<file path="src/rtl/inf_pkg.sv">
// inf_pkg: shared definitions for the NEC infrared transmitter/receiver pair.
//   - NEC default timings in 50 MHz clock cycles
//   - transmitter state enumeration
//   - is_burst(): which states drive the carrier (baseband low)
package inf_pkg;

  localparam int NEC_T_LEAD_LO    = 450000;   // 9 ms leader burst
  localparam int NEC_T_LEAD_HI    = 225000;   // 4.5 ms leader space (full frame)
  localparam int NEC_T_REP_HI     = 112500;   // 2.25 ms leader space (repeat frame)
  localparam int NEC_T_BIT_LO     = 28000;    // 560 us bit / stop burst
  localparam int NEC_T_ZERO_HI    = 28000;    // 560 us logic-0 space
  localparam int NEC_T_ONE_HI     = 84500;    // 1690 us logic-1 space
  localparam int NEC_T_GAP        = 2000000;  // 40 ms quiet time after the stop burst
  localparam int NEC_CARRIER_HALF = 658;      // half period of the ~38 kHz carrier

  typedef enum logic [2:0] {
    IDLE,
    LEAD_LO,
    LEAD_HI,
    BIT_LO,
    BIT_HI,
    STOP_LO,
    GAP
  } inf_state_e;

  function automatic logic is_burst(input inf_state_e s);
    return (s == LEAD_LO) || (s == BIT_LO) || (s == STOP_LO);
  endfunction

endpackage

</file>
<file path="src/rtl/inf_carrier_gen.sv">
// inf_carrier_gen: 50 % duty carrier gated by a burst enable.
//   sys_clk  in   system clock
//   sys_rst  in   synchronous active-high reset
//   en       in   burst active (for the cycle being registered)
//   carrier  out  registered carrier, 0 whenever en = 0
// The phase counter is held at 0 while en is low, so every burst starts
// with a full high half-period.
module inf_carrier_gen
  import inf_pkg::*;
#(
  parameter int CARRIER_HALF = NEC_CARRIER_HALF
) (
  input  logic sys_clk,
  input  logic sys_rst,
  input  logic en,
  output logic carrier
);

  localparam int CNT_W = (CARRIER_HALF > 1) ? $clog2(2 * CARRIER_HALF) : 1;
  localparam logic [CNT_W-1:0] HALF = CNT_W'(CARRIER_HALF);
  localparam logic [CNT_W-1:0] LAST = CNT_W'(2 * CARRIER_HALF - 1);

  logic [CNT_W-1:0] cnt_q;

  // NOTE: sequential state uses non-blocking assignments so every register
  // samples the pre-edge values; blocking here would create order-dependent races.
  always_ff @(posedge sys_clk) begin
    if (sys_rst || !en) begin
      cnt_q   <= '0;
      carrier <= 1'b0;
    end else begin
      carrier <= (cnt_q < HALF);
      cnt_q   <= (cnt_q == LAST) ? '0 : cnt_q + 1'b1;
    end
  end

endmodule

</file>
<file path="src/rtl/inf_tx.sv">
// inf_tx: NEC infrared transmitter.
//   sys_clk  in   system clock
//   sys_rst  in   synchronous active-high reset
//   addr     in   8-bit address, sampled on an accepted start
//   cmd      in   8-bit command, sampled on an accepted start
//   start    in   one-cycle request for a full frame
//   rpt      in   one-cycle request for a repeat frame
//   busy     out  high while a frame or its trailing gap is in progress
//   done     out  one-cycle pulse at the end of the gap
//   inf_out  out  baseband level: 0 = burst, 1 = space / idle
//   ir_led   out  inf_out bursts on the carrier, 0 during spaces
// All outputs are registered from the next-state decode, so they change on
// the same edge as the state register.
module inf_tx
  import inf_pkg::*;
#(
  parameter int T_LEAD_LO    = NEC_T_LEAD_LO,
  parameter int T_LEAD_HI    = NEC_T_LEAD_HI,
  parameter int T_REP_HI     = NEC_T_REP_HI,
  parameter int T_BIT_LO     = NEC_T_BIT_LO,
  parameter int T_ZERO_HI    = NEC_T_ZERO_HI,
  parameter int T_ONE_HI     = NEC_T_ONE_HI,
  parameter int T_GAP        = NEC_T_GAP,
  parameter int CARRIER_HALF = NEC_CARRIER_HALF
) (
  input  logic       sys_clk,
  input  logic       sys_rst,
  input  logic [7:0] addr,
  input  logic [7:0] cmd,
  input  logic       start,
  input  logic       rpt,
  output logic       busy,
  output logic       done,
  output logic       inf_out,
  output logic       ir_led
);

  // Duration reload values: each phase counts down from length-1 to 0.
  localparam logic [31:0] LD_LEAD_LO = 32'(T_LEAD_LO - 1);
  localparam logic [31:0] LD_LEAD_HI = 32'(T_LEAD_HI - 1);
  localparam logic [31:0] LD_REP_HI  = 32'(T_REP_HI - 1);
  localparam logic [31:0] LD_BIT_LO  = 32'(T_BIT_LO - 1);
  localparam logic [31:0] LD_ZERO_HI = 32'(T_ZERO_HI - 1);
  localparam logic [31:0] LD_ONE_HI  = 32'(T_ONE_HI - 1);
  localparam logic [31:0] LD_GAP     = 32'(T_GAP - 1);

  inf_state_e  state_q, state_d;
  logic [31:0] dur_q, dur_ld;
  logic        dur_load;
  logic [31:0] sr_q;
  logic [4:0]  bit_cnt_q;
  logic        rpt_q;       // current frame is a repeat frame
  logic        sent_once_q; // a frame has completed since reset
  logic        accept_start, accept_rpt, do_shift, gap_end;

  // Next-state / phase-length decode.
  always_comb begin
    // NOTE: every output of this block gets a default first, so no path
    // leaves a variable unassigned and no latch is inferred.
    state_d      = state_q;
    dur_load     = 1'b0;
    dur_ld       = '0;
    accept_start = 1'b0;
    accept_rpt   = 1'b0;
    do_shift     = 1'b0;
    gap_end      = 1'b0;

    if (state_q == IDLE) begin
      // start has priority; rpt only after a completed frame.
      if (start) begin
        accept_start = 1'b1;
        state_d      = LEAD_LO;
        dur_load     = 1'b1;
        dur_ld       = LD_LEAD_LO;
      end else if (rpt && sent_once_q) begin
        accept_rpt = 1'b1;
        state_d    = LEAD_LO;
        dur_load   = 1'b1;
        dur_ld     = LD_LEAD_LO;
      end
    end else if (dur_q == '0) begin
      dur_load = 1'b1;
      case (state_q)
        LEAD_LO: begin
          state_d = LEAD_HI;
          dur_ld  = rpt_q ? LD_REP_HI : LD_LEAD_HI;
        end
        LEAD_HI: begin
          state_d = rpt_q ? STOP_LO : BIT_LO;
          dur_ld  = LD_BIT_LO;
        end
        BIT_LO: begin
          state_d = BIT_HI;
          dur_ld  = sr_q[0] ? LD_ONE_HI : LD_ZERO_HI;
        end
        BIT_HI: begin
          dur_ld = LD_BIT_LO;
          if (bit_cnt_q == 5'd31) begin
            state_d = STOP_LO;
          end else begin
            state_d  = BIT_LO;
            do_shift = 1'b1;
          end
        end
        STOP_LO: begin
          state_d = GAP;
          dur_ld  = LD_GAP;
        end
        default: begin // GAP
          state_d  = IDLE;
          dur_load = 1'b0;
          gap_end  = 1'b1;
        end
      endcase
    end
  end

  // Control state and registered outputs.
  always_ff @(posedge sys_clk) begin
    if (sys_rst) begin
      state_q     <= IDLE;
      dur_q       <= '0;
      rpt_q       <= 1'b0;
      sent_once_q <= 1'b0;
      busy        <= 1'b0;
      done        <= 1'b0;
      inf_out     <= 1'b1;
    end else begin
      state_q <= state_d;
      if (dur_load) begin
        dur_q <= dur_ld;
      end else if (dur_q != '0) begin
        dur_q <= dur_q - 32'd1;
      end
      if (accept_start || accept_rpt) begin
        rpt_q <= accept_rpt;
      end
      if (gap_end) begin
        sent_once_q <= 1'b1;
      end
      busy    <= (state_d != IDLE);
      done    <= gap_end;
      inf_out <= !is_burst(state_d);
    end
  end

  // NOTE: the payload shift register and bit counter carry no reset; both are
  // loaded on every accepted start before they are ever read.
  always_ff @(posedge sys_clk) begin
    if (accept_start) begin
      sr_q      <= {~cmd, cmd, ~addr, addr};
      bit_cnt_q <= '0;
    end else if (do_shift) begin
      sr_q      <= {1'b0, sr_q[31:1]};
      bit_cnt_q <= bit_cnt_q + 5'd1;
    end
  end

  // The carrier enable follows the next state so ir_led lines up with inf_out.
  inf_carrier_gen #(
    .CARRIER_HALF(CARRIER_HALF)
  ) u_carrier (
    .sys_clk(sys_clk),
    .sys_rst(sys_rst),
    .en     (is_burst(state_d)),
    .carrier(ir_led)
  );

endmodule
</file>
<file path="config.mk">
export PLATFORM = sky130hd
export DESIGN_NAME = inf_tx
export DESIGN_NICKNAME = d
export VERILOG_FILES = /design/src/rtl/inf_pkg.sv /design/src/rtl/inf_carrier_gen.sv /design/src/rtl/inf_tx.sv
export SDC_FILE = /design/constraint.sdc
export NUM_CORES = 1
export LEC_CHECK = 0
export BUFFER_PORTS_ARGS = -buffer_cell sky130_fd_sc_hd__buf_4
export CAP_MARGIN = 10
export CORE_UTILIZATION = 45
export CTS_CLUSTER_SIZE = 14
export DETAILED_ROUTE_END_ITERATION = 6
export PLACE_DENSITY_LB_ADDON = 0.1
export RECOVER_POWER = 50
export SYNTH_ARGS = -nofsm -noshare
export SYNTH_HDL_FRONTEND = slang
export SYNTH_SLANG_ARGS = --single-unit
</file>
<file path="constraint.sdc">
create_clock -name sys_clk -period 6.8 [get_ports sys_clk]
set_input_delay 0.68 -clock sys_clk [delete_from_list [all_inputs] [get_ports sys_clk]]
set_output_delay 0.68 -clock sys_clk [all_outputs]
set_load 0.005 [all_outputs]
</file>
==> results.yml, run 1 <==
setup_path:
  required_ns: 7.07
  arrival_ns: 4.63
  critPathLaunch: "dur_q[2]"
  worst_setup_path_end_kind: "flip-flop"
  startpoint_type: "flip-flop"
  r2r_start: "dur_q[2]"
  crit_type: "reg2reg"
  crit_fanout: 13
layout:
  regArea_um2: 2100
  area_delta_synth_final_pct: 10.7
  drive_above_1_share_pct: 9.82
  multiInputGateArea_um2: 2100
  fin_nets: 529
  diodes: 0
  fill_cells: 907
  fin_area_um2: 4830
placement:
  dp_hpwl_mm: 6.54
  gp_congestion: 0.841
  placedInstanceArea_um2: 4630
  io_buffers: 23
power:
  pwr-share-seq_pct: 50.4
  powerDensity_nw_per_um2: 253
  netSwitchingFraction_pct: 26.5
  peakVddDrop_mv: 0.145
  intPower_mw: 0.899
  p_leak_nw: 1.80
  power_frac_comb_pct: 12.9
  switching_power_mw: 0.324
  pwr-share-clk_pct: 36.7
cts:
  cts_buffers: 9
  post_cts_buffers: 0
  cts_tree: "done"
  cts.sinks: 89
  insertion_delay_ns: 0.36
  cts_resized: 0
  cts_max_level: 3
  cts_buffer_depth: 2
  cts.reportedPaths.clkPinSlew_ns: 0.09
  clock-root-buffer: "clkbuf_8"
  hold_buffers: 0
floorplanning:
  die-area_um2: 10100
  die_y_um: 100
  io_pins: 24
  die_w_um: 100
  fp.coreArea_um2: 9330
  start_util_pct: 46.8
  num_rows: 35
synth:
  ys.flop_type: "dfxtp_1"
  ys_seq_elements: 89
  synthesis.nets: 516
  synth_edf_count: 32
  yosysTopAreaCell: "dfxtp_1"
  synth.distinct_cells: 55
  ys_seq_area_share_pct: 48.2
  avgSynthCellArea_um2: 8.89
  ys_warn_count: 0
  netlist.area_leader.share_pct: 26.1
  syn_inst: 491
  synth-async-reset-ratio_pct: 0
  syn_area_um2: 4360
  synthTopCellsByArea: "dfxtp_1 26%, edfxtp_1 22%, nand2_1 8.2%"
run_status:
  status: "finished, violations left"
  failed_checks: "capacitance limit, slew limit"
route:
  drtAntennaViolNets: 0
  routed_wl_mm: 9.65
  viasPerCell: 5.68
  vias: 3626
  drc: 0
  drt-initial-drc-count: 159
  wl_per_cell_um: 15.1
  drt_first_pass_iters: 4
sta:
  tightest_slew_ns: 1.81
  final.min_clock_period_ns: 4.37
  finalHoldViolCount: 0
  slew_viol_final: 73
  period_share_pct: 64.2
  totalNegativeSetupSlack_ns: 0
  rsz0062_at_grt: "no"
  setup_viol: 0
  slew_headroom_pct: -20.4
  fmax_mhz: 229
  clock_skew_ns: 0.0141
global_routing:
  grt_pass1_wl_mm: 16.0
  grt_pass1_vias: 3306
  overflow: 0
  grt_usage_pct: 20.3
  grt_antenna_before_repair: 0
  grt_max_degree: 51
worst_hold_path:
  min-delay-start: "dur_q[21]"
  hp-class: "reg2reg"
flow_run:
  drv_cap: 3
cell usage after synthesis, types with 3 or more instances:
| master | n |
|---|---|
| a31oi_1 | 5 |
| nor2_1 | 30 |
| xnor2_1 | 12 |
| dfxtp_1 | 57 |
| or4_1 | 10 |
| nand2b_1 | 4 |
| o41ai_1 | 3 |
| nand4_1 | 8 |
| o21a_1 | 4 |
| a21oi_1 | 34 |
| clkbuf_1 | 20 |
| o211ai_1 | 4 |
| nor3_1 | 21 |
| nor2b_1 | 5 |
| o31a_1 | 3 |
| o21ai_0 | 26 |
| ha_1 | 5 |
| nand2_1 | 95 |
| and3_1 | 8 |
| inv_1 | 7 |
| or2_2 | 4 |
| o31ai_1 | 7 |
| a211oi_1 | 5 |
| xor2_1 | 9 |
| edfxtp_1 | 32 |
| nand3_1 | 18 |
| nand3b_1 | 3 |
| nor4_1 | 7 |
| or3_1 | 11 |
cell type report:
class,count,share of cell area [%]
Clock inverter,7,2.62
Multi-Input combinational cell,371,43.5
Tap cell,129,3.34
Inverter,7,0.544
Clock buffer,9,2.56
Sequential cell,89,43.5
Timing Repair Buffer,26,3.96
per-layer routing:
layer | up-vias | wire length, um | part of all wire [%] | global-route usage, %
li1 | 1822 | - | - | -
met1 | 1729 | 4750 | 49 | 28.4
met2 | 65 | 4410 | 46 | 31.1
met3 | 10 | 363 | 3.8 | 4.72
met4 | 0 | 122 | 1.3 | 6.13
met5 | - | 0 | 0 | 0
worst max-delay path, stage by stage (launching register included):
cell and delay (ns):
dfxtp_1 0.36, nor4_1 1.31, nand3_2 0.32, nor4_1 1.46, buf_4 0.40, nor2_1 0.13
a221oi_1 0.30
path summary, 6_finish.rpt:
| check | endpoint | cells past startpoint | slack (ns) |
|---|---|---|---|
| max | dur_q[3] | 6 | 2.43 |
| min | dur_q[21] | 2 | 0.47 |
| max reg2reg | dur_q[3] | 6 | 2.43 |
| min reg2reg | dur_q[21] | 2 | 0.47 |
power by group through the flow:
stage | clock [mW] | combinational [mW] | sequential (mW)
final | 0.449 | 0.158 | 0.616
after global placement | 0 | 0.161 | 0.628
after floorplan | 0 | 0.121 | 0.622
after global routing | 0.479 | 0.179 | 0.621
after detailed placement | 0 | 0.163 | 0.629
after CTS | 0.460 | 0.163 | 0.617
cell usage in the layout (no fill, tap or decap), types with 4 or more instances in the layout:
cell type  count
nor2_1        30
edfxtp_1      32
nand4_1        8
nand2b_1       4
a211oi_1       5
inv_1          7
nand2_1       95
xor2_1         9
nor4_1        10
o21ai_0       26
clkbuf_8       9
nand3_1       18
ha_1           5
clkbuf_4       4
nor3_1        21
xnor2_1       12
dfxtp_1       57
buf_4         21
or4_1         10
and3_1         8
o31ai_1        7
or2_2          4
o21a_1         4
o211ai_1       4
a31oi_1        5
a21oi_1       34
nor2b_1        5
or3_1         11
registers in the layout (all words and copies together), names as in the netlist, 3 cells and up:
| register | count |
|---|---|
| dur_q | 32 |
| bit_cnt_q | 5 |
| state_q | 3 |
| sr_q | 32 |
| u_carrier.cnt_q | 11 |
cell families after synthesis:
family	count (synthesis)	share of synthesized area (%)
buffers and inverters	31	2.90
multiplexers	2	0.487
AND/OR/NAND/NOR	238	27.8
AO/OA/AOI/OAI	105	15.0
XOR/XNOR	21	4.21
adder cells (fa/ha/maj)	5	1.43
flip-flops	89	48.2
stage by stage:
step           hold WS [ns]  power (mW)  utilization, %  worst slack [ns]  cells
2_1_floorplan         0.432       0.743               -              4.10    491
3_3_place_gp          0.444       0.789            49.6              4.03    622
3_5_place_dp          0.459       0.792            49.6              4.06    622
4_1_cts               0.472        1.24            52.3              4.07    638
5_1_grt               0.506        1.28            51.8              2.14    638
6_report              0.471        1.22            51.8              2.43    638
(Power assumes the default switching activity.)
==> run 2, diff against run 1 <==
- clock period: 6.8 -> 4.04 ns (I/O delays scaled with it)
==> results.yml, run 2 (same netlist as run 1, synthesis figures left out) <==
setup_path:
  r2r_start: "dur_q[12]"
  worst_setup_path_end_kind: "flip-flop"
  crit_fanout: 14
  reg2reg_slack_ns: 0.94
  arrival_ns: 3.38
  worstReg2RegEnd: "dur_q[1]"
  startpoint_type: "flip-flop"
  reg2reg_depth: 6
  crit_type: "reg2reg"
  required_ns: 4.33
floorplanning:
  die-area_um2: 10100
  fp.coreArea_um2: 9330
  die_w_um: 100
  die_y_um: 100
  io_pins: 24
  num_rows: 35
  start_util_pct: 46.8
sta:
  final.min_clock_period_ns: 3.10
  tightest_slew_ns: 1.21
  rsz0062_at_grt: "no"
  slew_viol_final: 0
  fmax_mhz: 323
  slew_headroom_pct: 19.2
  period_share_pct: 76.6
  finalHoldViolCount: 0
  clock_skew_ns: 0.00838
  setup_viol: 0
  totalNegativeSetupSlack_ns: 0
global_routing:
  grt_pass1_wl_mm: 16.5
  grt_usage_pct: 20.5
  grt_max_degree: 35
  grt_antenna_before_repair: 0
  grt_pass1_vias: 3423
  overflow: 0
cts:
  cts.sinks: 89
  cts_buffers: 9
  insertion_delay_ns: 0.35
  clock-root-buffer: "clkbuf_8"
  hold_buffers: 0
  post_cts_buffers: 0
  cts_resized: 0
  cts_max_level: 3
  cts_buffer_depth: 2
  cts_tree: "done"
  cts.reportedPaths.clkPinSlew_ns: 0.09
route:
  drt-initial-drc-count: 163
  viasPerCell: 5.67
  drt_first_pass_iters: 4
  drtAntennaViolNets: 0
  routed_wl_mm: 9.71
  drc: 0
  vias: 3630
  wl_per_cell_um: 15.2
power:
  peakVddDrop_mv: 0.220
  powerDensity_nw_per_um2: 399
  p_leak_nw: 1.78
layout:
  drive_above_1_share_pct: 10.2
  fin_area_um2: 4830
  area_delta_synth_final_pct: 10.6
  fill_cells: 891
  fin_nets: 531
  diodes: 0
  top_regs: "dur_q: 32 flops, sr_q: 32 flops, u_carrier.cnt_q: 11 flops"
  layout_common_cells: "95 x nand2_1, 57 x dfxtp_1, 34 x a21oi_1, 32 x edfxtp_1, 30 x nor2_1"
  final_common_cell: "nand2_1"
worst_hold_path:
  hp-class: "in2reg"
  hold_path_depth: 3
  whs_endpoint: "sr_q[1]"
  min-delay-start: "addr[1]"
run_status:
  status: "completed"
placement:
  io_buffers: 23
  dp_hpwl_mm: 6.72
  placedInstanceArea_um2: 4640
  gp_congestion: 0.855
flow_run:
  drv_cap: 0
==> run 2: critical path, stage by stage, from the launching register on <==
cell	delay, ns
dfxtp_1	0.40
nor4_1	0.60
nand2_1	0.29
nor4_4	0.59
clkbuf_1	0.60
mux2_2	0.41
a21oi_1	0.13
==> run 2: worst max-delay path by stage <==
| stage | startpoint | to | depth (start not counted) |
|---|---|---|---|
| finish | dur_q[12] | dur_q[1] | 6 |
| global route | dur_q[12] | dur_q[1] | 6 |
| CTS | dur_q[2] | dur_q[1] | 6 |
| detailed placement | dur_q[2] | dur_q[1] | 6 |
| global placement | dur_q[12] | dur_q[1] | 6 |
| floorplan | dur_q[18] | sr_q[0] | 4 |
==> run 2: metal layers <==
metal  routed length (um)  part of all wire (%)  GRT usage (%)  vias up
li1                     -                     -              -     1822
met1                 4710                    48           29.2     1699
met2                 4390                    45           31.3       91
met3                  385                   4.0           2.64       18
met4                  224                   2.3           8.92        0
met5                    0                     0              0        -
==> run 2: power by group <==
group / total [mW] / switching (mW) / leakage (nW) / internal [mW]
clock network: 0.612 / 0.323 / 0.0929 / 0.288
registers: 1.04 / 0.0402 / 0.775 / 0.995
logic: 0.280 / 0.175 / 0.914 / 0.105
total: 1.93 / 0.538 / 1.78 / 1.39
==> run 2: per-stage QoR <==
stage | instances | total power, mW | hold WS, ns | util, % | setup WS [ns]
after floorplan | 491 | 1.25 | 0.432 | - | 1.34
after global placement | 624 | 1.33 | 0.445 | 49.8 | 1.31
after detailed placement | 624 | 1.34 | 0.466 | 49.8 | 1.34
after CTS | 640 | 1.95 | 0.301 | 51.9 | 1.32
after global routing | 640 | 2.02 | 0.309 | 51.8 | 0.802
final | 640 | 1.93 | 0.312 | 51.8 | 0.945
==> run 2: final cells by class <==
| cell class | instances | area, um^2 | share of cell area (%) |
|---|---|---|---|
| Multi-Input combinational cell | 371 | 2140 | 44.4 |
| Sequential cell | 89 | 2100 | 43.5 |
| Timing Repair Buffer | 28 | 199 | 4.12 |
| Tap cell | 129 | 161 | 3.34 |
| Clock buffer | 10 | 128 | 2.64 |
| Clock inverter | 6 | 67.6 | 1.40 |
| Inverter | 7 | 26.3 | 0.544 |
==> run 3, diff against run 2 <==
- clock period: 4.04 -> 2.6 ns (I/O delays scaled with it)
==> results.yml, run 3 (same netlist as run 1, synthesis figures left out) <==
layout:
  fin_area_um2: 4950
  stdcell_count: 659
  drive_above_1_share_pct: 12.8
  top_regs: "dur_q: 32 flops, sr_q: 32 flops, u_carrier.cnt_q: 11 flops"
  fin_nets: 550
  diodes: 0
  area_delta_synth_final_pct: 13.5
  final_common_cell: "nand2_1"
  layout_common_cells: "94 x nand2_1, 57 x dfxtp_1, 36 x buf_4, 34 x a21oi_1, 32 x edfxtp_1"
cts:
  cts.reportedPaths.clkPinSlew_ns: 0.09
  clock-root-buffer: "clkbuf_8"
  cts_buffer_depth: 2
  post_cts_buffers: 0
  cts_buffers: 9
  cts_tree: "done"
  insertion_delay_ns: 0.36
  hold_buffers: 0
  cts_resized: 0
  cts_max_level: 3
  cts.sinks: 89
placement:
  io_buffers: 23
  gp_congestion: 0.873
  dpl_worst_slack_ns: 0.199
  dp_hpwl_mm: 6.88
  placedInstanceArea_um2: 4810
  dp.cells: 643
power:
  p_leak_nw: 1.87
  pwr-share-seq_pct: 53.5
  netSwitchingFraction_pct: 27.5
  power_frac_comb_pct: 15.7
  powerDensity_nw_per_um2: 607
  switching_power_mw: 0.826
  intPower_mw: 2.18
  peakVddDrop_mv: 0.347
  pwr-share-clk_pct: 30.8
global_routing:
  grt_pass1_vias: 3403
  grt_usage_pct: 20.7
  overflow: 0
  grt_pass1_wl_mm: 16.3
  grt_antenna_before_repair: 0
  grt_max_degree: 35
sta:
  slew_headroom_pct: 50.6
  setup_viol: 0
  tightest_slew_ns: 0.735
  final.min_clock_period_ns: 2.43
  finalHoldViolCount: 0
  slew_viol_final: 0
  hold_ws_ns: 0.161
  clock_skew_ns: 0.0107
  rsz0062_at_grt: "no"
  fmax_mhz: 412
  setup_ws_ns: 0.174
  totalNegativeSetupSlack_ns: 0
  period_share_pct: 93.3
setup_path:
  worst_setup_path_end_kind: "flip-flop"
  crit_fanout: 13
  crit_type: "reg2reg"
  startpoint_type: "flip-flop"
  arrival_ns: 2.70
  required_ns: 2.88
route:
  viasPerCell: 5.64
  drtAntennaViolNets: 0
  drt_first_pass_iters: 4
  vias: 3717
  drc: 0
  routed_wl_mm: 9.65
  drt-initial-drc-count: 161
  wl_per_cell_um: 14.6
floorplanning:
  io_pins: 24
  start_util_pct: 46.8
  fp.coreArea_um2: 9330
  die_y_um: 100
  die_w_um: 100
  num_rows: 35
  die-area_um2: 10100
worst_hold_path:
  hp-class: "in2reg"
flow_run:
  drv_cap: 0
run_status:
  status: "completed"
[run 3: worst paths after layout]
kind | startpoint | end | slack [ns] | cells past startpoint
hold / removal | addr[1] | sr_q[1] | 0.16 | 3
hold reg to reg | bit_cnt_q[4] | bit_cnt_q[4] | 0.47 | 2
setup reg to reg | dur_q[22] | u_carrier.cnt_q[5] | 0.17 | 7
setup / recovery | dur_q[22] | u_carrier.cnt_q[5] | 0.17 | 7
[run 3: metal layers]
layer | GRT usage [%] | part of all wire (%) | vias up
met4 | 7.47 | 1.8 | 0
met2 | 31.9 | 46 | 98
met1 | 28.6 | 47 | 1742
met5 | 0 | 0 | -
li1 | - | - | 1860
met3 | 4.79 | 4.5 | 17
[run 3: power by group through the flow]
| stage | clock network (mW) | registers [mW] | logic, mW |
|---|---|---|---|
| 6_report | 0.925 | 1.61 | 0.472 |
| 3_5_place_dp | 0 | 1.64 | 0.487 |
| 5_1_grt | 1.00 | 1.62 | 0.532 |
| 3_3_place_gp | 0 | 1.64 | 0.479 |
| 2_1_floorplan | 0 | 1.63 | 0.317 |
| 4_1_cts | 0.954 | 1.61 | 0.489 |
[run 3: cell type report]
cell class | count | area (um^2)
sequential | 89 | 2100
multi-input combinational | 371 | 2130
fill | 925 | 4370
timing repair buffer | 47 | 345
clock inverter | 6 | 58.8
inverter | 7 | 26.3
clock buffer | 10 | 128
tap | 129 | 161
[run 3: worst max-delay path, stage by stage (launching register included)]
cell,delay (ns)
dfxtp_1,0.38
or4_1,0.65
nor4_4,0.27
buf_4,0.20
nand4_1,0.10
a221o_1,0.36
buf_4,0.19
nor3_1,0.19
[run 3: through the flow]
step	utilization (%)	power [mW]
floorplan	-	1.94
global placement	51.6	2.12
detailed placement	51.6	2.13
CTS	53.6	3.05
global route	53.1	3.16
finish	53.1	3.01
